### src/rtl/game_state_controller.sv
// Frog game sequencer: samples per-frame collision flags and runs lives, level
// progression, freeze timing, respawn and game-over around the collision datapath.
module game_state_controller #(
  parameter int START_LIVES   = 3,
  parameter int MAX_LEVEL     = 9,
  parameter int FREEZE_FRAMES = 60
) (
  input  logic       clk,
  input  logic       rst_n,
  input  logic       frame_tick,
  input  logic       start_btn,
  input  logic       death_collision,
  input  logic       win_collision,
  output logic [3:0] current_level,
  output logic [1:0] lives,
  output logic [2:0] state,
  output logic       movement_enable,
  output logic       frog_reset,
  output logic       level_up,
  output logic       game_over
);

  typedef enum logic [2:0] {
    S_IDLE      = 3'd0,
    S_PLAY      = 3'd1,
    S_DEATH     = 3'd2,
    S_LEVEL_UP  = 3'd3,
    S_GAME_OVER = 3'd4
  } state_t;

  localparam logic [1:0] START_LIVES_V = 2'(START_LIVES);
  localparam logic [3:0] MAX_LEVEL_V   = 4'(MAX_LEVEL);
  localparam logic [7:0] FREEZE_V      = 8'(FREEZE_FRAMES);

  state_t     state_q, state_d;
  logic [3:0] level_q, level_d;
  logic [1:0] lives_q, lives_d;
  logic [7:0] freeze_q, freeze_d;
  logic       start_prev_q;
  logic       start_rise;
  logic       frog_reset_q, frog_reset_d;
  logic       level_up_q, level_up_d;
  logic       move_en_q, game_over_q;

  assign start_rise = start_btn & ~start_prev_q;

  always_ff @(posedge clk) begin
    if (!rst_n) begin
      state_q      <= S_IDLE;
      level_q      <= 4'd0;
      lives_q      <= 2'd0;
      freeze_q     <= 8'd0;
      start_prev_q <= 1'b0;
      frog_reset_q <= 1'b0;
      level_up_q   <= 1'b0;
      move_en_q    <= 1'b0;
      game_over_q  <= 1'b0;
    end else begin
      state_q      <= state_d;
      level_q      <= level_d;
      lives_q      <= lives_d;
      freeze_q     <= freeze_d;
      start_prev_q <= start_btn;
      frog_reset_q <= frog_reset_d;
      level_up_q   <= level_up_d;
      move_en_q    <= (state_d == S_PLAY);
      game_over_q  <= (state_d == S_GAME_OVER);
    end
  end

  always_comb begin
    state_d      = state_q;
    level_d      = level_q;
    lives_d      = lives_q;
    freeze_d     = freeze_q;
    frog_reset_d = 1'b0;
    level_up_d   = 1'b0;

    case (state_q)
      S_IDLE: begin
        if (start_rise) begin
          state_d      = S_PLAY;
          level_d      = 4'd1;
          lives_d      = START_LIVES_V;
          frog_reset_d = 1'b1;
        end
      end

      // Death outranks a simultaneous win; the last life goes straight to game over.
      S_PLAY: begin
        if (frame_tick) begin
          if (death_collision) begin
            if (lives_q > 2'd1) begin
              lives_d  = lives_q - 2'd1;
              state_d  = S_DEATH;
              freeze_d = FREEZE_V;
            end else begin
              lives_d = 2'd0;
              state_d = S_GAME_OVER;
            end
          end else if (win_collision) begin
            state_d    = S_LEVEL_UP;
            freeze_d   = FREEZE_V;
            level_up_d = 1'b1;
            level_d    = (level_q >= MAX_LEVEL_V) ? MAX_LEVEL_V : level_q + 4'd1;
          end
        end
      end

      S_DEATH, S_LEVEL_UP: begin
        if (frame_tick) begin
          if (freeze_q <= 8'd1) begin
            freeze_d     = 8'd0;
            state_d      = S_PLAY;
            frog_reset_d = 1'b1;
          end else begin
            freeze_d = freeze_q - 8'd1;
          end
        end
      end

      S_GAME_OVER: begin
        if (start_rise) begin
          state_d = S_IDLE;
          level_d = 4'd0;
        end
      end

      default: begin
        state_d  = S_IDLE;
        level_d  = 4'd0;
        lives_d  = 2'd0;
        freeze_d = 8'd0;
      end
    endcase
  end

  assign state           = state_q;
  assign current_level   = level_q;
  assign lives           = lives_q;
  assign movement_enable = move_en_q;
  assign frog_reset      = frog_reset_q;
  assign level_up        = level_up_q;
  assign game_over       = game_over_q;

endmodule
### config.mk
export PLATFORM = sky130hd
export DESIGN_NAME = game_state_controller
export DESIGN_NICKNAME = d
export VERILOG_FILES = /design/src/rtl/game_state_controller.sv
export SDC_FILE = /design/constraint.sdc
export NUM_CORES = 1
export LEC_CHECK = 0
export BUFFER_PORTS_ARGS = -buffer_cell sky130_fd_sc_hd__buf_2
export CORE_ASPECT_RATIO = 1.25
export CORE_MARGIN = 3
export CORE_UTILIZATION = 33
export DETAILED_ROUTE_END_ITERATION = 12
export PLACE_DENSITY = 0.56
export SLEW_MARGIN = 25
export SYNTH_ARGS = -nofsm -noshare
export SYNTH_HDL_FRONTEND = slang
export SYNTH_SLANG_ARGS = --single-unit
### constraint.sdc
create_clock -name clk -period 2.2 [get_ports clk]
set_clock_uncertainty 0.1 [all_clocks]
set_input_delay 0.44 -clock clk [delete_from_list [all_inputs] [get_ports clk]]
set_output_delay 0.44 -clock clk [all_outputs]
set_load 0.01 [all_outputs]
### Word level (Yosys, flattened, before mapping)

Index checks and enable logic that the tools add are counted.

* equality and inequality tests: 15
* shift operators: 0
* bitwise logic cells: 8
* divide/modulo/power cells: 0
* multiplexer cells: 33
* multiply operators: 0
* order comparisons: 3
* reductions and logical operators: 8
* add/sub/neg operators: 3

Operators by type and width (number)
* $mux W8: 6
* $mux W3: 8
* $mux W4: 6
* $pmux W8 S3: 1
* $pmux W4 S4: 1
* $ne A2 B2 Y1 const B: 7
* $pmux W3 S4: 1
* $le A8 B1 Y1 const B: 1
* $mux W2: 4
* $sub A8 B1 Y8 const B: 1
* $not A1 Y1: 7
* $eq A3 B1 Y1 const B: 2
* $eq A3 B2 Y1 const B: 2
* $eq A3 B3 Y1 const B: 2
* $ne A3 B3 Y1 const B: 2
* $pmux W2 S3: 1
* $reduce_and A6 Y1: 1
* $reduce_and A5 Y1: 1
* $add A4 B1 Y4 const B: 1
* $ge A4 B4 Y1 const B: 1
* $mux W1: 4
* $reduce_and A4 Y1: 1
* $reduce_or A2 Y1: 2
* $reduce_or A4 Y1: 1
* 6 further kinds: 6

* bits in read-only memories: 0
* memories: 0
* bits in writable memories: 0
* register bits after elaboration: 22
* output and inout bits: 13
* latch bits: 0

### Logic depth before layout (Yosys ltp)

Gate-level depths: netlist of the first run.

* word-level depth: 6
* mapped depth: 6
* mapped depth without buffers: 6

### Worst setup path after synthesis of the first run

No wires, ideal clock.

* kind: register to register
* from: reg level_q[1] (netlist: current_level[1])
* to: reg level_q[0] (netlist: current_level[0])
* path buffers: 0
* data arrival time: 1553 ps
* path slack: 432 ps
* period minus slack after synthesis: 1768 ps
* cell stages (with the launch flop): 7
* cell sequence: dfxtp_1 inv_1 ha_1 or3b_2 a211oi_1 mux2i_1 and3_1

* cells in the longest elaborated chain, start to end: 6

Ends and longest elaborated chain
* start: declaration: line 36 `logic [3:0] level_q, level_d;`
* start signal: assignment: line 60 `level_q <= level_d;`
* $ge A4 B4 Y1: line 105 `level_d = (level_q >= MAX_LEVEL_V) ? MAX_LEVEL_V : level_q + 4'd1;`
* $mux W4: line 105
* $mux W4: line 101 `end else if (win_collision) begin`
* $mux W4: line 92 `if (death_collision) begin`
* $mux W4: line 91 `if (frame_tick) begin`
* $pmux W4 S4: line 79 `case (state_q)`

Every way passes these cells. The select of a mux whose other input is x is not followed.
A chain may end at the register's enable or synchronous reset.

### Worst setup path after layout of the first run

* from: reg freeze_q[0]
* to: reg freeze_q[2]

* cells in the longest elaborated chain, start to end: 4

Ends and longest elaborated chain
* start: declaration: line 38 `logic [7:0] freeze_q, freeze_d;`
* start signal: assignment: line 62 `freeze_q <= freeze_d;`
* $sub A8 B1 Y8 / $le A8 B1 Y1 (equally long branches): line 117, 112
* $mux W8 (*): line 112 `if (freeze_q <= 8'd1) begin`
* $mux W8 (*): line 111 `if (frame_tick) begin`
* $pmux W8 S3 (*): line 79

Mark *: on every way between the ends. The rest lies on a longest branch, timed or not. The select of a mux whose other input is x is not followed.

==> impl_metrics.csv, run 1 <==
group,metric,value,unit
outcome,status,"finished, final reports clean",
cells_and_area,final_area,0.001346,mm²
sta,tightest_slew,0.4983,ns
grt,grt_pass1_vias,1046,
cells_and_area,diodes,0,
floorplan,core_area,0.003309,mm²
drt,via_count,1065,
setup_path,r2r-end,"freeze_q[2]",
synth,ys_async_sr_fraction,0,
sta,hold_viol_final,0,
power_and_ir_drop,switching_power,239.3,µW
grt,grt_max_degree,19,
clock_tree,cts_max_level,1,
clock_tree,cts_tree,"built",
cells_and_area,syn_to_final_growth,13.74,%
drt,firstDrtPassIters,4,
placed_design,io_buffers,18,
sta,fin_hold_ws,0.3100,ns
floorplan,die_y,72.96,µm
flow_run,cap_violations,0,
floorplan,die_w,59.57,µm
power_and_ir_drop,p_total,958.6,µW
setup_path,start_kind,"register",
drt,wl,2.768,mm
synth,yosysSeqAreaShare,0.3721,
synth,syn-instance-count,133,
clock_tree,post-cts-setup-buffers,0,
power_and_ir_drop,p_int,719.3,µW
power_and_ir_drop,pwr-share-comb,0.154,
placed_design,gp_congestion,0.8842,
floorplan,die_area,0.004346,mm²
sta,fin_tns_setup,0,ns
synth,yosysWarningCount,0,
clock_tree,clock_latency,0.26,ns
setup_path,reg2reg_slack,0.33,ns
power_and_ir_drop,p_seq_frac,0.455,
clock_tree,cts_inserted_buffers,3,
synth,avgSynthCellArea,8.900,µm²
floorplan,rows,23,
setup_path,rr_startpoint,"freeze_q[0]",
cells_and_area,num-fill-cells,340,
sta,drv_slew,0,
setup_path,ff2ff_path_depth,6,
drt,detail-route-antenna-nets,0,
grt,grt-ovfl-total,0,
setup_path,crit_fanout,7,
sta,min_period_over_period,0.8501,
sta,fin_crit,1.870,ns
synth,syn_area,0.001184,mm²
sta,setup_viol_count_final,0,
placed_design,place_area,0.001275,mm²
setup_path,startpoint,"freeze_q[0]",
setup_path,crit_path_end_kind,"register",
cells_and_area,drive_above_1_share,0.2027,
power_and_ir_drop,clkPwrFrac,0.391,
floorplan,start_util,0.3577,
synth,synthFlopType,"dfxtp_1",
clock_tree,clkSlewWorstSetupHoldPaths,0.08,ns
sta,max_freq,534.7,MHz
cells_and_area,fin_nets,160,
clock_tree,clock_sinks,22,
setup_path,path_class,"reg -> reg",
clock_tree,clock_path_buffers,2,
drt,drc,0,
clock_tree,hold_buffers,0,
drt,vias_per_cell,5.757,
sta,rsz0062_at_grt,"false",
cells_and_area,fin_cells,185,
placed_design,dp_hpwl,2.136,mm
power_and_ir_drop,powerDensity,712.0,mW/mm²
clock_tree,cts_root_buf,"clkbuf_8",
synth,ys_types,46,
clock_tree,ctsResizeCount,0,
power_and_ir_drop,switching_share,0.2497,
drt,routedWlPerCell,14.96,µm
setup_path,crit_path_end,"freeze_q[2]",
power_and_ir_drop,ir_drop,0.4414,mV
min_path,hold_path_class,"in -> reg",
synth,ys_ff_latch,22,
floorplan,ios,19,
setup_path,crit_arrival,1.95,ns
sta,slew-limit-headroom,0.6643,
synth,synth_edf_count,0,
power_and_ir_drop,power_leakage,0.5661,nW
synth,synthesis.nets,144,
cells_and_area,mostFrequentLayoutCells,"dfxtp_1 (22), buf_2 (18), nand2_1 (8)",
placed_design,dp_cells,181,
grt,grt_usage,0.1410,
grt,antenna_found_initial,0,
drt,initialDrtViolationCount,71,
setup_path,cp.required,2.28,ns
cells_and_area,mostFrequentLayoutCell,"dfxtp_1",
grt,grt_pass1_wl,4.719,mm
[worst min-delay path by stage]
stage                startpoint  cells after the start            to
global route          start_btn                      2  start_prev_q
detailed placement  freeze_q[7]                      1   freeze_q[7]
global placement    freeze_q[7]                      1   freeze_q[7]
CTS                   start_btn                      2  start_prev_q
finish                start_btn                      2  start_prev_q
floorplan           freeze_q[7]                      1   freeze_q[7]
[power by group through the flow]
stage / Combinational (mW) / Clock [mW] / Sequential, mW
after CTS: 0.149 / 0.384 / 0.436
after detailed placement: 0.148 / 0 / 0.446
final: 0.148 / 0.375 / 0.436
after global routing: 0.166 / 0.406 / 0.440
after floorplan: 0.110 / 0 / 0.449
after global placement: 0.146 / 0 / 0.445
[sequential cells by signal, indices dropped and copies added, names as in the netlist]
name             flops
start_prev_q         1
frog_reset           1
lives                2
current_level        4
game_over            1
movement_enable      1
state                3
freeze_q             8
level_up             1
[cell families (layout without fill, tap and decap cells)]
group	Yosys count	in the layout	synth area share
muxes	3	3	0.02748
DFF	22	22	0.3721
AOI/OAI and AO/OA	41	41	0.2452
adders and majority gates	5	5	0.05285
buffers and inverters	13	28	0.05708
and+or+nand+nor	49	49	0.2453
[area by class of cell]
| cell class | instances | area [µm²] | area share |
|---|---|---|---|
| inverter | 6 | 22.52 | 0.01673 |
| clock inverter | 1 | 30.03 | 0.02230 |
| tap | 37 | 46.29 | 0.03439 |
| clock buffer | 3 | 41.29 | 0.03067 |
| timing repair buffer | 18 | 90.09 | 0.06691 |
| sequential | 22 | 440.4 | 0.3271 |
| multi-input combinational | 98 | 675.6 | 0.5019 |
[metrics by stage]
step	setup WS, ns	utilization
floorplan	0.4319	-
global placement	0.4183	0.3853
detailed placement	0.3498	0.3853
CTS	0.3411	0.4068
global route	0.2201	0.4068
finish	0.3299	0.4068
[worst max-delay path, cell delays in order, from the launching register on]
cell,delay [ns]
dfxtp_1,0.42
inv_1,0.09
ha_1,0.26
o21ba_2,0.25
a31oi_1,0.16
o21ai_0,0.20
a311oi_1,0.30
[per-layer routing]
metal | up-vias | share of wire | global-route usage
li1 | 531 | - | -
met1 | 506 | 0.43 | 0.1670
met2 | 21 | 0.51 | 0.2382
met3 | 7 | 0.035 | 0.02301
met4 | 0 | 0.023 | 0.07635
met5 | - | 0 | 0
[Yosys cell counts, types with 2 or more instances]
| library cell | n | area share |
|---|---|---|
| nand3_1 | 3 | 0.013 |
| and3_1 | 3 | 0.016 |
| nor3_2 | 2 | 0.017 |
| a211oi_1 | 4 | 0.025 |
| o211ai_1 | 3 | 0.019 |
| a21oi_1 | 7 | 0.030 |
| nand2b_1 | 3 | 0.016 |
| clkbuf_1 | 2 | 0.0063 |
| nand4_1 | 4 | 0.021 |
| nor2_1 | 4 | 0.013 |
| or2_1 | 2 | 0.011 |
| o21ai_0 | 6 | 0.025 |
| nand2_1 | 8 | 0.025 |
| and3b_1 | 2 | 0.015 |
| o31ai_1 | 2 | 0.013 |
| buf_6 | 2 | 0.019 |
| buf_2 | 3 | 0.013 |
| a41oi_1 | 2 | 0.015 |
| ha_1 | 5 | 0.053 |
| nor2b_1 | 3 | 0.016 |
| a311oi_1 | 2 | 0.015 |
| dfxtp_1 | 22 | 0.37 |
| a31oi_1 | 4 | 0.021 |
| and2_1 | 3 | 0.016 |
| inv_1 | 6 | 0.019 |
| nor3_1 | 5 | 0.021 |
| mux2_2 | 2 | 0.019 |
Power figures use the tool's default switching activity.
==> inputs of run 2 (changes only) <==
Settings changed: ABC_AREA set to 1.
==> run 2 against run 1 <==
Total power increased by 8.6%. Global-route usage fell by 2.0 points. Die area increased by 8.8%. Synthesized cell count is 50% higher. Cell count grew 46%. Area after synthesis up 9.7%. Clock power shrank 22%. Sequential cell count unchanged. Critical path type unchanged. Critical endpoint unchanged. Largest cell class unchanged. Largest power group unchanged.
==> impl_metrics.csv, run 2 <==
group,metric,value,unit
setup_path,ff2ff_path_depth,11,
grt,grt_max_degree,13,
min_path,worstHoldPathCells,3,
synth,synth_largest_area_cell,"dfxtp_1",
clock_tree,cts_tree,"built",
synth,synth_edf_count,0,
sta,rsz0062_at_grt,"false",
power_and_ir_drop,p_total,1.041,mW
floorplan,die_w,62.11,µm
clock_tree,cts_root_buf,"clkbuf_8",
synth,synth.most_common_cell,"nand2_1",
cells_and_area,mostFrequentLayoutCells,"nand2_1 (55), nor2_1 (31), inv_1 (26)",
grt,grt_pass1_vias,1101,
floorplan,ios,19,
placed_design,gp_congestion,0.8653,
synth,avgSynthCellArea,6.526,µm²
synth,synthFlopType,"dfxtp_1",
drt,firstDrtPassIters,2,
power_and_ir_drop,switching_share,0.3328,
cells_and_area,fin_nets,231,
setup_path,rr_startpoint,"freeze_q[0]",
power_and_ir_drop,power_leakage,0.7581,nW
synth,ys_ff_latch,22,
cells_and_area,diodes,0,
cells_and_area,fin_util,0.4129,
clock_tree,clkSlewWorstSetupHoldPaths,0.08,ns
sta,setup_viol_count_final,0,
clock_tree,clock_sinks,22,
drt,vias_per_cell,4.421,
placed_design,io_buffers,18,
drt,wl,2.653,mm
sta,drv_slew,0,
power_and_ir_drop,p_seq_frac,0.441,
power_and_ir_drop,pwr-share-comb,0.279,
power_and_ir_drop,clkPwrFrac,0.280,
setup_path,reg2reg_slack,0.66,ns
drt,routedWlPerCell,9.790,µm
floorplan,core_area,0.003633,mm²
power_and_ir_drop,p_int,694.5,µW
floorplan,die_y,76.14,µm
min_path,hold_path_class,"in -> reg",
cells_and_area,drive_above_1_share,0.1826,
drt,detail-route-antenna-nets,0,
grt,grt-ovfl-total,0,
sta,hold_viol_final,0,
sta,slew-limit-headroom,0.8039,
synth,ys_types,27,
setup_path,crit_fanout,6,
setup_path,start_kind,"register",
power_and_ir_drop,powerDensity,693.9,mW/mm²
grt,antenna_found_initial,0,
drt,initialDrtViolationCount,41,
synth,synth_top_area_share,0.3391,
outcome,status,"finished, final reports clean",
floorplan,start_util,0.3574,
synth,ys_async_sr_fraction,0,
clock_tree,hold_buffers,0,
floorplan,rows,24,
sta,tightest_slew,0.2924,ns
setup_path,r2r-end,"freeze_q[2]",
clock_tree,ctsResizeCount,0,
clock_tree,clock_path_buffers,2,
grt,grt_pass1_wl,4.761,mm
sta,fin_tns_setup,0,ns
synth,synth_area_leaders,"dfxtp_1 (34%), nand2_1 (16%), nor2_1 (9.0%)",
clock_tree,clock_latency,0.26,ns
clock_tree,cts_inserted_buffers,3,
cells_and_area,mostFrequentLayoutCell,"nand2_1",
cells_and_area,top_register,"freeze_q",
setup_path,startpoint,"freeze_q[0]",
synth,ys_top_cells_by_count,"nand2_1 (55), nor2_1 (31), inv_1 (26)",
flow_run,cap_violations,0,
setup_path,crit_path_end_kind,"register",
sta,max_freq,649.6,MHz
clock_tree,post-cts-setup-buffers,0,
cells_and_area,largest_reg_flops,8,
clock_tree,cts_max_level,1,
drt,via_count,1198,
drt,drc,0,
sta,fin_crit,1.539,ns
sta,min_period_over_period,0.6998,
synth,syn-instance-count,199,
floorplan,die_area,0.004729,mm²
placed_design,dp_hpwl,2.085,mm
synth,yosysSeqAreaShare,0.3391,
grt,grt_usage,0.1206,
setup_path,crit_path_end,"freeze_q[2]",
synth,yosysWarningCount,0,
setup_path,crit_arrival,1.64,ns
power_and_ir_drop,switching_power,346.5,µW
setup_path,cp.required,2.30,ns
setup_path,path_class,"reg -> reg",
synth,synthesis.nets,210,
cells_and_area,syn_to_final_growth,15.51,%
power_and_ir_drop,ir_drop,0.2149,mV
synth,syn_area,0.001299,mm²
[run 2: cell count changes in the layout (fill, tap and decap cells not counted), moves of 15 or more]
cell / change
nand3_1: +15
inv_1: +20
nor2_1: +27
nand2_1: +47
[run 2: kinds of logic after synthesis]
kind of cell | Yosys count | synth area share
flops | 22 | 0.3391
compound gates | 19 | 0.08864
simple gates | 117 | 0.4056
xor+xnor | 3 | 0.02023
buf+inv | 33 | 0.09826
fa+ha+maj | 5 | 0.04817
[run 2: final cells by class]
cell class / instances / area (µm²)
fillers: 395 / 2133
multi-input cells: 144 / 730.7
flip-flops and latches: 22 / 440.4
inverters: 31 / 118.9
repair buffers: 18 / 90.09
well taps: 52 / 65.06
clock buffers: 4 / 55.05
[run 2: how the worst min path moves through the flow]
stage | startpoint | end | slack (ns)
finish | start_btn | start_prev_q | 0.27
global route | start_btn | start_prev_q | 0.28
CTS | start_btn | start_prev_q | 0.27
detailed placement | current_level[3] | current_level[3] | 0.38
global placement | freeze_q[1] | freeze_q[1] | 0.39
floorplan | freeze_q[1] | freeze_q[1] | 0.37
[run 2: through the flow]
stage | worst slack [ns] | area (µm²) | instances | hold WS [ns]
6_report | 0.6605 | 1500 | 271 | 0.2704
3_3_place_gp | 0.6794 | 1445 | 267 | 0.3854
4_1_cts | 0.6378 | 1500 | 271 | 0.2710
5_1_grt | 0.4886 | 1500 | 271 | 0.2835
2_1_floorplan | 0.7908 | 1299 | 199 | 0.3682
3_5_place_dp | 0.6575 | 1445 | 267 | 0.3827
[run 2: metal layers]
metal,GRT usage,part of all wire
met1,0.1448,0.47
met2,0.2188,0.49
met3,0.02065,0.035
met4,0.03319,0.011
met5,0,0
[run 2: worst max-delay path, cell delays in order (launching register included)]
cell,delay [ns]
dfxtp_1,0.40
inv_1,0.06
ha_1,0.24
inv_1,0.08
nand2_1,0.05
nand2_1,0.09
nor2_4,0.05
nor2_4,0.16
nand2_1,0.07
nand2_1,0.06
inv_1,0.04
nor2_1,0.08
[run 2: power groups by stage]
stage	clock network, mW	logic (mW)	registers [mW]
after detailed placement	0	0.294	0.469
final	0.292	0.290	0.459
after CTS	0.300	0.296	0.460
after floorplan	0	0.219	0.474
after global placement	0	0.294	0.470
after global routing	0.319	0.338	0.466
==> inputs of run 3 (changes only) <==
Settings changed: ABC_AREA 1 to 0, PLACE_DENSITY 0.56 to 0.58.
Clock period 2.2 ns to 1.4 ns, I/O delays scaled along.
==> run 3 against run 2 <==
Combinational power increased by 63%. Die area decreased by 8.1%. Total power increased by 70%. The flow now finishes with violations (setup timing). Utilization increased by 21 points. Sequential cell count unchanged. Fmax decreased by 0.84%. Wire length increased by 47%. Register-to-register slack got worse by 0.81 ns. Setup slack got worse by 0.81 ns. Via count increased by 9.8%. Critical path type unchanged.
==> impl_metrics.csv, run 3 (same netlist as run 1, synthesis figures left out) <==
group,metric,value,unit
outcome,status,"finished, violations left",
outcome,violations,"setup timing",
clock_tree,clock_latency,0.27,ns
power_and_ir_drop,switching_share,0.2766,
cells_and_area,largest_reg_flops,8,
cells_and_area,drive_above_1_share,0.6717,
sta,setup_slack,-0.1525,ns
floorplan,rows,23,
placed_design,io_buffers,18,
setup_path,crit_arrival,1.62,ns
cells_and_area,fin_nets,210,
sta,hold_viol_final,0,
clock_tree,cts_inserted_buffers,3,
sta,drv_slew,0,
sta,slew-limit-headroom,0.7778,
drt,drc,0,
cells_and_area,mostFrequentLayoutCells,"buf_4 (45), buf_2 (18), dfxtp_1 (14)",
clock_tree,clock_sinks,22,
grt,grt_max_degree,14,
cells_and_area,syn_to_final_growth,73.26,%
power_and_ir_drop,power_leakage,0.8965,nW
setup_path,path_class,"reg -> reg",
floorplan,die_y,72.96,µm
cells_and_area,top_register,"freeze_q",
placed_design,gp_congestion,0.8473,
cells_and_area,diodes,0,
power_and_ir_drop,switching_power,488.2,µW
sta,max_freq,644.1,MHz
drt,vias_per_cell,5.596,
floorplan,core_area,0.003309,mm²
flow_run,cap_violations,0,
placed_design,place_ws,-0.2595,ns
cells_and_area,num-fill-cells,264,
sta,min_period_over_period,1.109,
grt,grt-ovfl-total,0,
sta,tightest_slew,0.3329,ns
clock_tree,hold_buffers,0,
setup_path,crit_path_end_kind,"register",
min_path,hold_path_class,"in -> reg",
setup_path,start_kind,"register",
setup_path,cp.required,1.47,ns
clock_tree,cts_root_buf,"clkbuf_8",
sta,setup_viol_count_final,13,
drt,initialDrtViolationCount,63,
clock_tree,clock_path_buffers,2,
drt,firstDrtPassIters,4,
clock_tree,cts_tree,"built",
clock_tree,clkSlewWorstSetupHoldPaths,0.09,ns
setup_path,crit_fanout,4,
floorplan,die_area,0.004346,mm²
power_and_ir_drop,clkPwrFrac,0.348,
grt,grt_pass1_vias,1408,
grt,grt_pass1_wl,6.348,mm
floorplan,start_util,0.3577,
power_and_ir_drop,p_int,1.277,mW
placed_design,dp_hpwl,2.632,mm
power_and_ir_drop,powerDensity,860.7,mW/mm²
power_and_ir_drop,ir_drop,0.5034,mV
sta,fin_tns_setup,-1.249,ns
drt,routedWlPerCell,16.62,µm
drt,detail-route-antenna-nets,0,
cells_and_area,mostFrequentLayoutCell,"buf_4",
sta,rsz0062_at_grt,"true",
floorplan,ios,19,
grt,antenna_found_initial,0,
floorplan,die_w,59.57,µm
drt,wl,3.906,mm
power_and_ir_drop,p_seq_frac,0.385,
power_and_ir_drop,pwr-share-comb,0.267,
sta,fin_hold_ws,0.2233,ns
drt,via_count,1315,
grt,grt_usage,0.1901,
clock_tree,cts_max_level,1,
sta,fin_crit,1.553,ns
==> run 3: changes by cell type in the layout (fill, tap and decap cells not counted), sizes merged, moves of 4 or more <==
cell	previous run	this run
a31oi	0	4
a211oi	0	4
nor3	3	7
nand3	19	3
a21oi	11	7
nand4	0	4
inv	30	6
buf	18	68
nor2	35	4
nand2	60	8
==> run 3: cell type report <==
class / count / area (µm²) / area share
Clock inverter: 1 / 30.03 / 0.01464
Multi-Input combinational cell: 98 / 955.9 / 0.4661
Clock buffer: 3 / 41.29 / 0.02013
Timing Repair Buffer: 68 / 484.2 / 0.2361
Inverter: 6 / 30.03 / 0.01464
Sequential cell: 22 / 462.9 / 0.2257
Tap cell: 37 / 46.29 / 0.02257
==> run 3: critical path, stage by stage (launching register included) <==
cell and delay (ns):
dfxtp_4 0.37, inv_2 0.06, ha_1 0.12, or3b_4 0.38, a211oi_2 0.17, mux2i_1 0.09
and3_1 0.16
==> run 3: worst paths after layout <==
check | startpoint | end | slack, ns | depth (start not counted)
setup / recovery | current_level[0] | current_level[0] | -0.15 | 6
hold / removal | start_btn | start_prev_q | 0.22 | 3
setup reg to reg | current_level[0] | current_level[0] | -0.15 | 6
hold reg to reg | freeze_q[7] | freeze_q[7] | 0.40 | 1
==> run 3: timing repair <==
item | in CTS | in global routing
buffers inserted | 5 | 2
endpoints found under the hold margin | 0 | 0
pin swaps | 12 | 15
resized for setup | 50 | 17
endpoints found under the setup margin | 18 | 18
cloned | 0 | 0
==> run 3: through the flow <==
stage                     utilization  cell area [µm²]  power (mW)  cells
after floorplan                     -             1230      0.8922    133
after global placement         0.4960             1642       1.041    224
after detailed placement       0.4960             1642       1.048    224
after CTS                      0.5909             1956       1.724    233
after global routing           0.6197             2051       1.832    235
final                          0.6197             2051       1.765    235
==> run 3: power groups by stage <==
| stage | clock network (mW) | registers, mW | logic, mW |
|---|---|---|---|
| final | 0.614 | 0.679 | 0.472 |
| after global routing | 0.642 | 0.683 | 0.508 |
| after detailed placement | 0 | 0.692 | 0.356 |
| after floorplan | 0 | 0.707 | 0.186 |
| after global placement | 0 | 0.691 | 0.349 |
| after CTS | 0.614 | 0.677 | 0.433 |
==> run 3: per-layer routing <==
metal / part of all wire / vias up / track usage
li1: - / 637 / -
met1: 0.38 / 626 / 0.1974
met2: 0.55 / 40 / 0.3791
met3: 0.038 / 12 / 0.02301
met4: 0.025 / 0 / 0.05911
met5: 0 / - / 0
